## config.mk

```make
export PLATFORM = sky130hd
export DESIGN_NAME = cumulative_histogram
export DESIGN_NICKNAME = d
export VERILOG_FILES = /design/src/rtl/cumulative_histogram_pkg.sv /design/src/rtl/cumulative_histogram.sv
export SDC_FILE = /design/constraint.sdc
export NUM_CORES = 1
export LEC_CHECK = 0
export BUFFER_PORTS_ARGS = -buffer_cell sky130_fd_sc_hd__buf_2
export CAP_MARGIN = 5
export CORE_ASPECT_RATIO = 1.2
export CORE_MARGIN = 5
export CORE_UTILIZATION = 35
export DETAILED_ROUTE_END_ITERATION = 12
export GPL_TIMING_DRIVEN = 0
export PLACE_DENSITY = 0.61
export SYNTH_ARGS = -nofsm -noshare
export SYNTH_HDL_FRONTEND = slang
export SYNTH_SLANG_ARGS = --single-unit
```

## constraint.sdc

```tcl
create_clock -name iClk -period 7.7 [get_ports iClk]
set_input_delay 0.385 -clock iClk [delete_from_list [all_inputs] [get_ports iClk]]
set_output_delay 0.385 -clock iClk [all_outputs]
set_load 0.1 [all_outputs]
```

## src/rtl/cumulative_histogram_pkg.sv

```systemverilog
// Shared defaults and state encoding for the cumulative histogram block
// and its companion dual-port RAM.
package cumulative_histogram_pkg;

    localparam int DATA_W_DEF = 20;
    localparam int ADDR_W_DEF = 8;

    typedef enum logic [1:0] {
        ST_IDLE   = 2'd0,
        ST_ACCUM  = 2'd1,
        ST_THRESH = 2'd2,
        ST_DONE   = 2'd3
    } state_t;

endpackage

```

## src/rtl/cumulative_histogram.sv

```systemverilog
// Builds the cumulative histogram of an external histogram RAM, then rereads it
// to find the median bin. Both RAMs sit outside this block.
//
// state     | meaning
// ----------+-----------------------------------------------------------
// ST_IDLE   | waiting for iStart
// ST_ACCUM  | read h[k], accumulate, write running sum to cumulative RAM
// ST_THRESH | reread h[k], rebuild running sum, find first 2*r(k) >= total
// ST_DONE   | results valid, oDone high until iStart/iRestart/iReset
module cumulative_histogram
    import cumulative_histogram_pkg::*;
#(
    parameter int DATA_W = DATA_W_DEF,
    parameter int ADDR_W = ADDR_W_DEF
) (
    input  logic              iClk,
    input  logic              iReset,
    input  logic              iStart,
    input  logic              iRestart,
    input  logic [DATA_W-1:0] iQInHist,
    output logic [ADDR_W-1:0] oAddrInHist,
    output logic [DATA_W-1:0] oDataOutCumH,
    output logic [ADDR_W-1:0] oAddrOutCumH,
    output logic              oWE,
    output logic [ADDR_W-1:0] oThresh50,
    output logic              oDone,
    output logic [DATA_W-1:0] oMaxValue
);

    localparam logic [ADDR_W-1:0] LAST_BIN = '1;

    state_t            state;
    logic              rd_act;
    logic              q_vld;
    logic [ADDR_W-1:0] q_idx;
    logic [DATA_W-1:0] acc;
    logic [DATA_W-1:0] run_sum;
    logic              found;
    logic              fin;
    logic [ADDR_W-1:0] thr_k;

    logic [DATA_W-1:0] acc_next;
    logic [DATA_W-1:0] run_next;
    logic              half_hit;

    assign acc_next = acc + iQInHist;
    assign run_next = run_sum + iQInHist;
    // One extra bit so doubling the running sum can never wrap in the compare.
    assign half_hit = {run_next, 1'b0} >= {1'b0, oMaxValue};

    always_ff @(posedge iClk) begin
        if (iReset) begin
            state        <= ST_IDLE;
            oAddrInHist  <= '0;
            oDataOutCumH <= '0;
            oAddrOutCumH <= '0;
            oWE          <= 1'b0;
            oThresh50    <= '0;
            oDone        <= 1'b0;
            oMaxValue    <= '0;
            rd_act       <= 1'b0;
            q_vld        <= 1'b0;
            q_idx        <= '0;
            acc          <= '0;
            run_sum      <= '0;
            found        <= 1'b0;
            fin          <= 1'b0;
            thr_k        <= '0;
        end else if (iRestart) begin
            state  <= ST_IDLE;
            oWE    <= 1'b0;
            oDone  <= 1'b0;
            rd_act <= 1'b0;
            q_vld  <= 1'b0;
            fin    <= 1'b0;
        end else begin
            // Read pipeline: the bin index travels alongside the RAM's one-cycle latency.
            q_vld <= rd_act;
            q_idx <= oAddrInHist;
            if (rd_act) begin
                if (oAddrInHist == LAST_BIN) begin
                    rd_act <= 1'b0;
                end else begin
                    oAddrInHist <= oAddrInHist + 1'b1;
                end
            end

            unique case (state)
                ST_IDLE, ST_DONE: begin
                    if (iStart) begin
                        state       <= ST_ACCUM;
                        acc         <= '0;
                        oAddrInHist <= '0;
                        rd_act      <= 1'b1;
                        q_vld       <= 1'b0;
                        oDone       <= 1'b0;
                    end
                end

                ST_ACCUM: begin
                    oWE <= q_vld;
                    if (q_vld) begin
                        acc          <= acc_next;
                        oDataOutCumH <= acc_next;
                        oAddrOutCumH <= q_idx;
                    end
                    if (oWE && (oAddrOutCumH == LAST_BIN)) begin
                        state       <= ST_THRESH;
                        oMaxValue   <= acc;
                        oWE         <= 1'b0;
                        oAddrInHist <= '0;
                        rd_act      <= 1'b1;
                        run_sum     <= '0;
                        found       <= 1'b0;
                        fin         <= 1'b0;
                    end
                end

                ST_THRESH: begin
                    if (q_vld) begin
                        run_sum <= run_next;
                        if (!found && half_hit) begin
                            found <= 1'b1;
                            thr_k <= q_idx;
                        end
                        if (q_idx == LAST_BIN) begin
                            fin <= 1'b1;
                        end
                    end
                    if (fin) begin
                        state     <= ST_DONE;
                        oDone     <= 1'b1;
                        oThresh50 <= thr_k;
                        fin       <= 1'b0;
                    end
                end

                default: state <= ST_IDLE;
            endcase
        end
    end

endmodule

```

==> flow_summary.toml <==
[run_status]
status = "finished, final reports clean"

[die]
start_util_pct = 35.72
dieWidth_um = 141.7
ios = 90
core-area_um2 = 20400
core.rowCount = 57
die_h_um = 168.1
die-area_um2 = 23810

[setup_path]
cp.required_ps = 7990
critPathCaptureType = "flop"
crit_chain = "ha_1 -> a21oi_1 -> nor3b_2 -> o31ai_2 -> a31oi_1 -> a31oi_2 -> o21ai_0 -> xor2_1 -> ha_1 -> a22oi_1 -> o211ai_1 -> a22o_1 -> clkbuf_1 -> a32oi_1 -> o311ai_1"
reg2reg_from = "run_sum[1]"
path_common_cell = "ha_1"
cp_max_fo = 10
critPathLaunchType = "flop"
crit_slowest_cell = "o31ai_2"
cpPeakStageDelay_ps = 460
arrival_ps = 4460
startpoint = "run_sum[1]"
critPathKind = "flop to flop"

[drt]
top_layer_used = "met5"
routed-wl-met3_um = 944
viasPerCell = 5.331
first_pass_iters = 5
wl_met1_um = 9688
wl_per_cell_um = 17.15
ant_nets = 0
drc = 0
drt_iter0_markers = 313
vias = 6829
dr_wl_met2_um = 10740
route.final.wire_length_um = 21970

[logic_synthesis]
synth_top_area_share_pct = 35.17
ys.flop_type = "dfxtp_1"
synth_edf_count = 0
syn-cell-area_um2 = 7286
synthArstFlopShare_pct = 0
synthTopCellsByArea = "dfxtp_1 (35%), ha_1 (10%), nand2_1 (7.7%), a21oi_1 (6.7%), nor2_1 (3.7%)"
ys_types = 65
yosys.area.top_type = "dfxtp_1"
yosys_warnings = 0
syn_avg_cell_area_um2 = 8.131
syn-instance-count = 896
synth-seq-area-share_pct = 35.17
ys_seq_elements = 128
syn_nets = 983

[hold_path]
hold_start = "iStart"
hp-class = "primary input to flop"

[grt]
grt_max_degree = 17
grt_pass1_vias = 6613
antenna_found_initial = 2
grt_use_total_pct = 18.22
grt_pass1_wl_um = 34470
grt.overflow.total = 0

[placement]
portBuffers = 88
gp_congestion = 0.8269
place_area_um2 = 8058
dp_hpwl_um = 16710

[power]
power_density_nw_per_um2 = 184.0
cellLeakagePower_nw = 3.528
peakVddDrop_mv = 0.1511

[flow_run]
cap_violations = 0

[sta]
rsz0062_at_grt = "false"
max_freq_ghz = 0.2401
fin_crit_ps = 4164
timing.slew.headroom_pct = 31.46
finalSetupViolations = 0
slew_violations = 0
finalCritPeriodShare_pct = 54.08
tightest_slew_ps = 1028
timing_hold_violations_final = 0
finalSetupTns_ps = 0
fin_skew_ps = 12.14

[cts]
cts.repair.resized = 0
clockRootBuffer = "clkbuf_16"
clock_latency_ps = 420
cts_tree = "yes"
cts_made_buffers = 17
htree_levels = 4
postCtsHoldBufs = 0
cts_sinks = 128
max-clock-path-buffers = 2
post_cts_buffers = 0
cts.clk_slew.worst_paths_ps = 60

[finish]
fill_cells = 2156
n_antenna_cell = 0
drive_above_1_share_pct = 14.37
areaGrowthSynthToFinish_pct = 18.58
finalNetCount = 1090
design_area_um2 = 8640
-- flip-flops by register name (all words and copies together), names as in the netlist --
register,flops
oAddrInHist,8
oThresh50,8
fin,1
rd_act,1
found,1
oAddrOutCumH,8
oDone,1
run_sum,20
state,2
acc,20
q_vld,1
oMaxValue,20
oWE,1
thr_k,8
oDataOutCumH,20
q_idx,8
-- metal layers --
metal	vias up	GRT usage [%]
li1	3429	-
met1	3217	22.19
met2	140	31.45
met3	39	4.199
met4	4	6.260
met5	-	0
-- cell usage in the layout (no fill, tap or decap), types with 18 or more instances in the layout --
cell,netlist,routed
xnor2_1,20,20
a22oi_1,20,20
a21oi_1,97,97
dfxtp_1,128,128
nand2_1,150,150
buf_2,6,94
o21ai_0,18,18
inv_1,31,31
clkbuf_1,35,36
xor2_1,19,19
nand3_1,35,35
nor2_1,71,71
ha_1,61,61
-- worst max-delay path, delay by kind of cell, from the launching register on --
kind	cells	cell delay [ps]
compound gates	10	2540
fa+ha+maj	2	550
flops	1	380
xor+xnor	1	170
buf+inv	1	280
simple gates	1	120
-- cells in the mapped netlist (5+ instances only) --
master / instances
and2_1: 9
a211oi_1: 5
buf_2: 6
nand2_1: 150
o211ai_1: 8
xnor2_1: 20
a32oi_1: 8
clkbuf_1: 35
o311ai_1: 9
nor3_1: 14
a22o_1: 16
a22oi_1: 20
nor2b_1: 8
nand3b_1: 5
ha_1: 61
nor3b_1: 9
a21o_1: 12
nand2b_1: 6
nand3_1: 35
xor2_1: 19
and3_1: 5
o21ai_0: 18
nor2_1: 71
dfxtp_1: 128
inv_1: 31
a21oi_1: 97
nand4_1: 14
mux2i_1: 11
or4_1: 5
-- final cells by class --
cell class / count / area [um^2] / area share, %
Tap cell: 265 / 331.6 / 3.838
Clock inverter: 13 / 138.9 / 1.608
Sequential cell: 128 / 2562 / 29.66
Buffer: 46 / 192.7 / 2.230
Clock buffer: 19 / 442.9 / 5.127
Timing Repair Buffer: 88 / 440.4 / 5.098
Multi-Input combinational cell: 690 / 4410 / 51.05
Inverter: 32 / 120.1 / 1.390
-- through the flow --
step	hold slack, ps	util (%)	power, mW	instances	setup slack (ps)
floorplan	441.4	-	0.7575	896	4120
global placement	443.1	39.50	0.7956	1249	3347
detailed placement	449.4	39.50	0.7960	1249	3315
CTS	263.4	42.36	1.600	1281	3551
global route	303.6	42.36	1.645	1281	3249
finish	274.7	42.36	1.590	1281	3536
-- where the power goes --
group          total (mW)  internal (mW)  switching, mW  leakage (nW)
registers           0.665          0.664        0.00169          1.03
clock network       0.807          0.485          0.322         0.283
logic               0.117         0.0372         0.0801          2.21
total                1.59           1.19          0.404          3.53
-- kinds of logic (layout without fill, tap and decap cells) --
family                   after synthesis  after routing  synth area share, %
XOR/XNOR                              39             39                4.688
adder cells (fa/ha/maj)               63             63                11.03
AND/OR/NAND/NOR                      343            343                21.62
multiplexers                          12             12                1.666
flip-flops                           128            128                35.17
buffers and inverters                 78            198                4.293
AO/OA/AOI/OAI                        233            233                21.54
-- path summary, 6_finish.rpt --
kind,to,slack (ps),cells after the start
setup / recovery,thr_k[7],3540,15
hold / removal,q_vld,270,4
setup reg to reg,thr_k[7],3540,15
hold reg to reg,oDataOutCumH[7],460,2
No activity file was read; power rests on OpenSTA's default activity.
